File: src/rtl/fetch_stage_pkg.sv
`timescale 1ns/1ps
`default_nettype none
// ============================================================================
// Module      : fetch_stage_pkg
// Description : Shared widths, default constants and the IF/ID record type
//               used by the instruction-fetch stage.
// Revision    : 1.0 - initial release
// ============================================================================
package fetch_stage_pkg;

   localparam int INST_ADDR_BUS = 32;
   localparam int INST_BUS      = 32;

   localparam logic [INST_ADDR_BUS-1:0] RESET_PC_DEFAULT = 32'h0000_0000;
   localparam logic [INST_BUS-1:0]      NOP_INST_DEFAULT = 32'h0000_0000;  // sll $0,$0,0
   localparam logic [INST_BUS-1:0]      ZERO_WORD        = 32'h0000_0000;

   // Contents of the IF/ID pipeline register
   typedef struct packed {
      logic [INST_ADDR_BUS-1:0] pc;
      logic [INST_BUS-1:0]      inst;
      logic                     valid;
      logic                     adel;
   } ifid_t;

   // Empty slot handed to decode on a stall bubble or flush
   function automatic ifid_t ifid_bubble(input logic [INST_BUS-1:0] nop);
      ifid_t b;
      b.pc    = ZERO_WORD;
      b.inst  = nop;
      b.valid = 1'b0;
      b.adel  = 1'b0;
      return b;
   endfunction

endpackage : fetch_stage_pkg
`default_nettype wire

File: src/rtl/fetch_stage_if.sv
`timescale 1ns/1ps
`default_nettype none
// ============================================================================
// Module      : fetch_stage_if
// Description : Bundle of all non-clock signals of the fetch stage.
//               master : the fetch stage (drives ROM ce/addr and IF/ID outputs)
//               slave  : the surroundings (hazard unit, ID redirect, ROM)
//   stall_if/stall_id/flush/new_pc/branch_flag/branch_target : control in
//   inst_ce/inst_addr/inst_data                              : ROM port
//   id_pc/id_inst/id_valid/id_adel                           : to decode
// Revision    : 1.0 - initial release
// ============================================================================
interface fetch_stage_if;
   import fetch_stage_pkg::*;

   logic                     stall_if;
   logic                     stall_id;
   logic                     flush;
   logic [INST_ADDR_BUS-1:0] new_pc;
   logic                     branch_flag;
   logic [INST_ADDR_BUS-1:0] branch_target;
   logic                     inst_ce;
   logic [INST_ADDR_BUS-1:0] inst_addr;
   logic [INST_BUS-1:0]      inst_data;
   logic [INST_ADDR_BUS-1:0] id_pc;
   logic [INST_BUS-1:0]      id_inst;
   logic                     id_valid;
   logic                     id_adel;

   modport master (
      input  stall_if, stall_id, flush, new_pc, branch_flag, branch_target, inst_data,
      output inst_ce, inst_addr, id_pc, id_inst, id_valid, id_adel
   );

   modport slave (
      output stall_if, stall_id, flush, new_pc, branch_flag, branch_target, inst_data,
      input  inst_ce, inst_addr, id_pc, id_inst, id_valid, id_adel
   );

endinterface : fetch_stage_if
`default_nettype wire

File: src/rtl/fetch_stage_pc_reg.sv
`timescale 1ns/1ps
`default_nettype none
// ============================================================================
// Module      : fetch_stage_pc_reg
// Description : Program counter, ROM chip enable and next-PC selection.
//   clk, rst              : clock, asynchronous active-high reset
//   flush, new_pc         : exception/eret redirect (highest priority)
//   stall_if              : hold the PC
//   branch_flag/_target   : taken branch/jump redirect from ID
//   inst_ce               : ROM chip enable (0 only in the edge after reset)
//   pc                    : current fetch address
// Revision    : 1.0 - initial release
// ============================================================================
module fetch_stage_pc_reg
   import fetch_stage_pkg::*;
#(
   parameter logic [INST_ADDR_BUS-1:0] RESET_PC = RESET_PC_DEFAULT
) (
   input  logic                     clk,
   input  logic                     rst,
   input  logic                     flush,
   input  logic [INST_ADDR_BUS-1:0] new_pc,
   input  logic                     stall_if,
   input  logic                     branch_flag,
   input  logic [INST_ADDR_BUS-1:0] branch_target,
   output logic                     inst_ce,
   output logic [INST_ADDR_BUS-1:0] pc
);

   logic                     ce_q, ce_d;
   logic [INST_ADDR_BUS-1:0] pc_q, pc_d;

   always_comb begin
      // Once armed, the enable never drops again until the next reset
      ce_d = 1'b1;
      pc_d = pc_q;
      if (!ce_q) begin
         // First edge out of reset: RESET_PC is the first address fetched
         pc_d = RESET_PC;
      end else if (flush) begin
         pc_d = new_pc;
      end else if (stall_if) begin
         // A branch presented during a stall is dropped; ID re-presents it
         pc_d = pc_q;
      end else if (branch_flag) begin
         pc_d = branch_target;
      end else begin
         // Plain 32-bit increment; 0xFFFF_FFFC wraps silently to zero
         pc_d = pc_q + INST_ADDR_BUS'(4);
      end
   end

   always_ff @(posedge clk or posedge rst) begin
      if (rst) begin
         ce_q <= 1'b0;
         pc_q <= RESET_PC;
      end else begin
         ce_q <= ce_d;
         pc_q <= pc_d;
      end
   end

   assign inst_ce = ce_q;
   assign pc      = pc_q;

endmodule : fetch_stage_pc_reg
`default_nettype wire

File: src/rtl/fetch_stage.sv
`timescale 1ns/1ps
`default_nettype none
// ============================================================================
// Module      : fetch_stage
// Description : MIPS instruction-fetch stage. Presents the PC to a
//               combinational instruction ROM and captures the returned word
//               into the IF/ID register, handling stalls, branch redirect
//               (with delay slot), flush and misaligned-fetch marking.
//   clk, rst : clock, asynchronous active-high reset
//   bus      : fetch_stage_if.master (control in, ROM port, IF/ID out)
// Revision    : 1.0 - initial release
// ============================================================================
module fetch_stage
   import fetch_stage_pkg::*;
#(
   parameter logic [INST_ADDR_BUS-1:0] RESET_PC = RESET_PC_DEFAULT,
   parameter logic [INST_BUS-1:0]      NOP_INST = NOP_INST_DEFAULT
) (
   input  logic          clk,
   input  logic          rst,
   fetch_stage_if.master bus
);

   logic                     inst_ce;
   logic [INST_ADDR_BUS-1:0] pc;
   logic                     misaligned;
   ifid_t                    ifid_q, ifid_d;

   fetch_stage_pc_reg #(
      .RESET_PC (RESET_PC)
   ) u_pc_reg (
      .clk           (clk),
      .rst           (rst),
      .flush         (bus.flush),
      .new_pc        (bus.new_pc),
      .stall_if      (bus.stall_if),
      .branch_flag   (bus.branch_flag),
      .branch_target (bus.branch_target),
      .inst_ce       (inst_ce),
      .pc            (pc)
   );

   // No gating by ce: the ROM itself returns zero while disabled
   assign bus.inst_ce   = inst_ce;
   assign bus.inst_addr = pc;

   assign misaligned = |pc[1:0];

   always_comb begin
      ifid_d = ifid_q;
      if (!inst_ce || bus.flush) begin
         ifid_d = ifid_bubble(NOP_INST);
      end else if (bus.stall_id) begin
         ifid_d = ifid_q;
      end else if (bus.stall_if) begin
         // Decode moves on but fetch is held: hand decode an empty slot
         ifid_d = ifid_bubble(NOP_INST);
      end else begin
         ifid_d.pc    = pc;
         // A misaligned word is never executed; decode only sees the AdEL mark
         ifid_d.inst  = misaligned ? NOP_INST : bus.inst_data;
         ifid_d.valid = 1'b1;
         ifid_d.adel  = misaligned;
      end
   end

   always_ff @(posedge clk or posedge rst) begin
      if (rst) begin
         ifid_q <= ifid_bubble(NOP_INST);
      end else begin
         ifid_q <= ifid_d;
      end
   end

   assign bus.id_pc    = ifid_q.pc;
   assign bus.id_inst  = ifid_q.inst;
   assign bus.id_valid = ifid_q.valid;
   assign bus.id_adel  = ifid_q.adel;

endmodule : fetch_stage
`default_nettype wire

File: src/flat_wrapper.sv
// flat-port wrapper written by rule: the top's interface ports become plain ports
module fetch_stage_flat import fetch_stage_pkg::*;
#(
   parameter logic [INST_ADDR_BUS-1:0] RESET_PC = RESET_PC_DEFAULT,
   parameter logic [INST_BUS-1:0]      NOP_INST = NOP_INST_DEFAULT
)
  (clk, rst, bus_stall_if, bus_stall_id, bus_flush, bus_new_pc, bus_branch_flag, bus_branch_target, bus_inst_data, bus_inst_ce, bus_inst_addr, bus_id_pc, bus_id_inst, bus_id_valid, bus_id_adel);
  fetch_stage_if bus_i ();
  input  logic clk;
  input  logic rst;
  input wire logic [$bits(bus_i.stall_if)-1:0] bus_stall_if;
  input wire logic [$bits(bus_i.stall_id)-1:0] bus_stall_id;
  input wire logic [$bits(bus_i.flush)-1:0] bus_flush;
  input wire logic [$bits(bus_i.new_pc)-1:0] bus_new_pc;
  input wire logic [$bits(bus_i.branch_flag)-1:0] bus_branch_flag;
  input wire logic [$bits(bus_i.branch_target)-1:0] bus_branch_target;
  input wire logic [$bits(bus_i.inst_data)-1:0] bus_inst_data;
  output wire logic [$bits(bus_i.inst_ce)-1:0] bus_inst_ce;
  output wire logic [$bits(bus_i.inst_addr)-1:0] bus_inst_addr;
  output wire logic [$bits(bus_i.id_pc)-1:0] bus_id_pc;
  output wire logic [$bits(bus_i.id_inst)-1:0] bus_id_inst;
  output wire logic [$bits(bus_i.id_valid)-1:0] bus_id_valid;
  output wire logic [$bits(bus_i.id_adel)-1:0] bus_id_adel;
  assign bus_i.stall_if = bus_stall_if;
  assign bus_i.stall_id = bus_stall_id;
  assign bus_i.flush = bus_flush;
  assign bus_i.new_pc = bus_new_pc;
  assign bus_i.branch_flag = bus_branch_flag;
  assign bus_i.branch_target = bus_branch_target;
  assign bus_i.inst_data = bus_inst_data;
  assign bus_inst_ce = bus_i.inst_ce;
  assign bus_inst_addr = bus_i.inst_addr;
  assign bus_id_pc = bus_i.id_pc;
  assign bus_id_inst = bus_i.id_inst;
  assign bus_id_valid = bus_i.id_valid;
  assign bus_id_adel = bus_i.id_adel;
  fetch_stage #(.RESET_PC(RESET_PC), .NOP_INST(NOP_INST)) u_core (.clk(clk), .rst(rst), .bus(bus_i));
endmodule
File: config.mk
export PLATFORM = sky130hd
export DESIGN_NAME = fetch_stage_flat
export DESIGN_NICKNAME = d
export VERILOG_FILES = /design/src/rtl/fetch_stage_pkg.sv /design/src/rtl/fetch_stage_if.sv /design/src/rtl/fetch_stage_pc_reg.sv /design/src/rtl/fetch_stage.sv /design/src/flat_wrapper.sv
export SDC_FILE = /design/constraint.sdc
export NUM_CORES = 1
export LEC_CHECK = 0
export ABC_AREA = 1
export BUFFER_PORTS_ARGS = -buffer_cell sky130_fd_sc_hd__buf_2
export CORE_ASPECT_RATIO = 1.25
export CORE_UTILIZATION = 35
export CTS_CLUSTER_DIAMETER = 40
export DETAILED_ROUTE_END_ITERATION = 7
export GPL_TIMING_DRIVEN = 1
export SLEW_MARGIN = 10
export SYNTH_ARGS = -nofsm -noshare
export SYNTH_HDL_FRONTEND = slang
export SYNTH_SLANG_ARGS = --single-unit
File: constraint.sdc
create_clock -name clk -period 3.7 [get_ports clk]
set_input_delay 0.185 -clock clk [delete_from_list [all_inputs] [get_ports clk]]
set_output_delay 0.185 -clock clk [all_outputs]
set_load 0.02 [all_outputs]
==> reports/results.txt, run 1 <==
Initial core utilization: 35.9%
CTS Sinks: 99
Layout Nets: 1007
Met2 Routed Length: 8.32 mm
Crit-path max FO: 63
Fillers: 1591
Relative slew slack: 26.7%
Most frequent cells in the layout: buf_2 (200), nand2_1 (194), nand3_1 (106)
Worst path cell trace: inv_2 > nor2_4 > nand2_2 > o21ai_0
Distinct cells, synth: 29
Met1 wire length: 7.50 mm
GRT Util Overall: 21.4%
DRT Pass-1 Iters: 5
P_leak: 3.49 nW
Hold Vio Cnt, Final: 0
Via density: 4.97
Arrival time worst endpoint: 2.66 ns
Starting DRC count in detailed routing: 588
R2r startpoint: u_core.u_pc_reg.inst_ce$_DFF_PP0_
F_max: 413 MHz
Pins Over Slew Limit: 0
DRT Wirelength: 17.1 mm
Fraction of layout cells with a size suffix above 1: 27.5%
Share of the yosys chip area belonging to registers: 45.9%
Synth Warn #: 0
Clk buf depth: 2
Clock Pin Slew Worst Setup and Hold Paths: 0.07 ns
Clock skew: 0.00724 ns
RR Endpoint: u_core.bus.id_inst[0]$_DFFE_PP0P_
Setup TNS: 0 ns
Hpwl dp: 12.1 mm
R2R depth: 4
Clock Tree Root: clkbuf_16
Total nets after synthesis: 832
CTS resizes: 0
Post-Syn Area: 5390 um^2
Critical Path Start Type: flip-flop
Chip height: 141 um
Vias in the first global route: 5076
Status: finished, final reports clean
CP Data Required Time: 3.93 ns
DIE AREA: 15900 um^2
Final setup vio count: 0
Critical Path Max Stage Delay: 0.80 ns
Via count: 5413
IO buf count: 200
DRC errors left: 0
Antenna diode count: 0
CP bufs+invs: 1
Chip width: 113 um
Area grow syn2layout: 25.3%
CP endpoint kind: flip-flop
Gr ovfl total: 0
Global-route wire length before repair: 26.8 mm
Max Cap Viol: 0
Total power per unit cell area: 385 nW/um^2
CTS tree: done
Clock insertion delay at the later pin of the skew report: 0.34 ns
Share of the cycle needed by the critical path after routing: 65.5%
Post-CTS Setup Repair Bufs: 0
Most common cell after layout, fill and taps aside: buf_2
Design area: 6760 um^2
DRT antenna net count: 0
Design Power: 2.60 mW
Syn avg cell area: 7.40 um^2
Initial antenna violation count: 0
# H-tree levels: 3
VDD IR-drop max: 0.201 mV
Crit path kind: flip-flop to flip-flop
Wire per inst: 15.6 um
Core area: 15000 um^2
Hold/Removal Path Class: primary input to async pin
Cell family with most CP delay: simple AND/OR/NAND/NOR gates
Share of the synthesized area in the top cell type: 45.9%
# IOs: 201
Top routing layer used: met4
Synth Register Bits: 99
Mapped Cells: 729
# hold bufs at CTS: 0
Reg2reg setup slack: 1.28 ns
Global placer's final weighted congestion: 0.882
Largest net degree at the start of global routing: 80
Top post-synthesis cells by area: dfrtp_1 (46%), nand2_1 (14%), nand3_1 (9.8%), o21ai_0 (6.9%), nor2_1 (5.7%)
Slowest cell on the critical path: nand2_2
WL met3: 968 um
RSZ-0062 raised after global routing: false
Actual slew at the worst max-slew pin: 1.10 ns
Cell taking the most area after synthesis: dfrtp_1
Placed cell area: 6440 um^2
Row count: 50
Num CTS Buffers: 9
Final core utilization: 45.0%
Final Critical Period: 2.42 ns
## state kept, by name, summed over array words and instances, names as in the netlist
signal	count
u_core.bus.id_inst	32
u_core.bus.id_pc	32
u_core.u_pc_reg.pc	32
u_core.bus.id_adel	1
u_core.bus.id_valid	1
u_core.u_pc_reg.inst_ce	1
## routing by layer
layer	up-vias	track usage, %
met5	-	0
met4	0	7.55
met3	16	2.71
met2	174	35.5
met1	2498	28.8
li1	2725	-
## worst max path at each step
| stage | startpoint | to | cells past startpoint |
|---|---|---|---|
| after global placement | bus_flush | u_core.bus.id_inst[22]$_DFFE_PP0P_ | 4 |
| final | u_core.u_pc_reg.inst_ce$_DFF_PP0_ | u_core.bus.id_inst[0]$_DFFE_PP0P_ | 4 |
| after global routing | u_core.u_pc_reg.inst_ce$_DFF_PP0_ | u_core.bus.id_pc[21]$_DFFE_PP0P_ | 4 |
| after detailed placement | bus_flush | u_core.bus.id_inst[0]$_DFFE_PP0P_ | 4 |
| after floorplan | rst | u_core.bus.id_adel$_DFFE_PP0P_ | 1 |
| after CTS | u_core.u_pc_reg.inst_ce$_DFF_PP0_ | u_core.bus.id_inst[0]$_DFFE_PP0P_ | 4 |
## cell families (layout without fill, tap and decap cells)
family,Yosys count,in the layout,synth area share [%]
and+or+nand+nor,410,410,33.4
AOI/OAI and AO/OA,129,129,12.3
DFF,99,99,45.9
buffers and inverters,82,261,6.98
xor gates and xnor gates,7,7,1.14
adders and majority gates,1,1,0.232
other,1,1,0.0695
## metrics by stage
stage	hold WS [ns]	setup slack (ns)	instances
3_3_place_gp	0.452	1.18	1075
4_1_cts	0.0802	1.22	1090
2_1_floorplan	0.333	0.925	729
5_1_grt	0.100	0.952	1090
3_5_place_dp	0.445	1.09	1075
6_report	0.0436	1.28	1090
## worst register-to-register path: cells and delay by family (launching register included)
kind | cells | cell delay [ns]
AOI/OAI and AO/OA | 1 | 0.47
buffers and inverters | 1 | 0.07
DFF | 1 | 0.45
and+or+nand+nor | 2 | 1.32
## power by group
group | switching (mW) | internal (mW) | leakage (nW)
logic | 0.277 | 0.134 | 2.00
registers | 0.0591 | 1.12 | 1.34
clock network | 0.404 | 0.608 | 0.148
## layout make-up
cell class | instances | area [um^2] | area share, %
inverters | 41 | 156 | 2.31
repair buffers | 205 | 1040 | 15.4
clock inverters | 4 | 75.1 | 1.11
well taps | 182 | 228 | 3.37
multi-input cells | 548 | 2540 | 37.6
clock buffers | 11 | 243 | 3.59
flip-flops and latches | 99 | 2480 | 36.7
## synth_stat cells (all sizes together)
cell / number
conb: 1
nand2: 204
a21oi: 29
nor2: 97
xnor2: 1
o21ai: 94
inv: 41
clkbuf: 30
dfrtp: 99
buf: 11
nand3b: 2
a211oi: 1
o211ai: 3
o22ai: 2
xor2: 6
nand3: 106
ha: 1
and2: 1
Note: power is estimated with default switching activity, not from simulation.
==> run 2: changes to the inputs <==
- clock period: 3.7 -> 2.4 ns (I/O delays scaled with it)
==> run 2 against run 1 <==
Highest routed layer unchanged. Worst hold slack worse by 0.021 ns. Clock skew fell by 0.0020 ns. Largest cell class unchanged. Non-clock buffer count up 8. Utilization is 0.44 points higher. Critical endpoint is now u_core.u_pc_reg.pc[20]$_DFFE_PP0P_.
==> reports/results.txt, run 2 (same netlist as run 1, synthesis figures left out) <==
VDD IR-drop max: 0.303 mV (+51%)
Gr ovfl total: 0 (unchanged)
Area grow syn2layout: 26.6%
Core area: 15000 um^2 (unchanged)
Vias in the first global route: 5155 (+1.6%)
Chip width: 113 um (unchanged)
Dpl cells: 1082 (+0.65%)
Final Critical Period: 1.74 ns (-0.683 ns)
Share of the cycle needed by the critical path after routing: 72.5% (+7.0 points)
DRT Wirelength: 17.9 mm (+4.8%)
# IOs: 201 (unchanged)
Starting DRC count in detailed routing: 268 (-54%)
P_leak: 3.54 nW (+1.2%)
DRT Pass-1 Iters: 7 (+2)
CTS Sinks: 99 (unchanged)
Pins Over Slew Limit: 0 (unchanged)
Largest net degree at the start of global routing: 67 (-16%)
Via count: 5505 (+1.7%)
Row count: 50 (unchanged)
Relative slew slack: 44.6% (+18 points)
F_max: 575 MHz (+39%)
Fraction of layout cells with a size suffix above 1: 28.1% (+0.52 points)
Most common cell after layout, fill and taps aside: buf_2
Crit path kind: flip-flop to flip-flop
Arrival time worst endpoint: 1.98 ns (-0.68 ns)
CTS resizes: 0 (unchanged)
Initial antenna violation count: 0 (unchanged)
Most frequent cells in the layout: buf_2 (200), nand2_1 (194), nand3_1 (106)
Crit-path max FO: 5 (-92%)
Setup TNS: 0 ns (unchanged)
IO buf count: 200 (unchanged)
DIE AREA: 15900 um^2 (unchanged)
Clock Pin Slew Worst Setup and Hold Paths: 0.07 ns (about the same)
DRT antenna net count: 0 (unchanged)
CP endpoint kind: flip-flop
Clk buf depth: 2 (unchanged)
Antenna diode count: 0 (unchanged)
Hold Vio Cnt, Final: 0 (unchanged)
Final setup vio count: 0 (unchanged)
Global-route wire length before repair: 27.7 mm (+3.5%)
CP Data Required Time: 2.64 ns (-1.29 ns)
Global placer's final weighted congestion: 0.975 (+10%)
Clock insertion delay at the later pin of the skew report: 0.35 ns (about the same)
GRT Util Overall: 22.5% (+1.0 points)
# hold bufs at CTS: 1 (+1)
Critical Path Start Type: flip-flop
Status: finished, final reports clean
Layout Nets: 1015 (+0.79%)
Initial core utilization: 35.9% (unchanged)
Clock Tree Root: clkbuf_16
Num CTS Buffers: 9 (unchanged)
Wire per inst: 16.3 um (+4.1%)
RSZ-0062 raised after global routing: false
Hpwl dp: 13.0 mm (+7.3%)
DRC errors left: 0 (unchanged)
Hold/Removal Path Class: primary input to flip-flop
Fin cells: 1098 (+0.73%)
Chip height: 141 um (unchanged)
CTS tree: done
Actual slew at the worst max-slew pin: 0.829 ns (-0.266 ns)
Total power per unit cell area: 576 nW/um^2 (+50%)
Design Power: 3.93 mW (+51%)
# H-tree levels: 3 (unchanged)
Via density: 5.01 (+0.96%)
Post-CTS Setup Repair Bufs: 0 (unchanged)
Max Cap Viol: 0 (unchanged)
Clock skew: 0.00524 ns (-0.00200 ns)
[run 2: cell type report]
class / count / area (um^2)
clock buffers: 10 / 229
clock inverters: 5 / 53.8
fillers: 1595 / 8190
inverters: 41 / 158
multi-input cells: 548 / 2540
flip-flops and latches: 99 / 2480
well taps: 182 / 228
repair buffers: 213 / 1140
[run 2: stage by stage]
stage | util (%) | worst slack, ns | hold WS [ns] | area [um^2]
6_report | 45.5 | 0.660 | 0.0221 | 6830
5_1_grt | 45.5 | 0.477 | 0.0352 | 6830
4_1_cts | 45.5 | 0.644 | 0.0178 | 6830
3_5_place_dp | 43.5 | 0.657 | 0.172 | 6530
3_3_place_gp | 43.5 | 0.720 | 0.176 | 6530
2_1_floorplan | - | 0.794 | 0.268 | 5400
[run 2: path summary, 6_finish.rpt]
check,cells after the start,from,slack (ns),endpoint
max,10,u_core.u_pc_reg.pc[3]$_DFFE_PP0P_,0.66,u_core.u_pc_reg.pc[20]$_DFFE_PP0P_
min,3,bus_new_pc[4],0.02,u_core.u_pc_reg.pc[4]$_DFFE_PP0P_
max reg2reg,10,u_core.u_pc_reg.pc[3]$_DFFE_PP0P_,0.66,u_core.u_pc_reg.pc[20]$_DFFE_PP0P_
min reg2reg,2,u_core.bus.id_inst[23]$_DFFE_PP0P_,0.51,u_core.bus.id_inst[23]$_DFFE_PP0P_
max in group asynchronous,4,rst,1.35,u_core.u_pc_reg.pc[14]$_DFFE_PP0P_
min in group asynchronous,3,rst,0.35,u_core.u_pc_reg.pc[1]$_DFFE_PP0P_
[run 2: worst max-delay path, cell delays in order (launching register included)]
cell,delay (ns)
dfrtp_1,0.41
ha_1,0.26
nand2_2,0.09
nor2_4,0.19
nand3b_1,0.18
nor2_1,0.13
nand2_1,0.06
nand3_1,0.11
nand2_1,0.07
nand2_1,0.08
nand2_1,0.06
[run 2: metal layers]
metal | track usage [%] | up-vias | routed length, um
li1 | - | 2746 | -
met2 | 38.1 | 201 | 8590
met4 | 8.52 | 0 | 410
met5 | 0 | - | 0
met3 | 3.05 | 25 | 1000
met1 | 29.0 | 2533 | 7880
[run 2: power breakdown]
part           switching (mW)  internal (mW)  total (mW)
sequential             0.0881           1.73        1.82
combinational           0.444          0.219       0.663
clock                   0.650          0.802        1.45
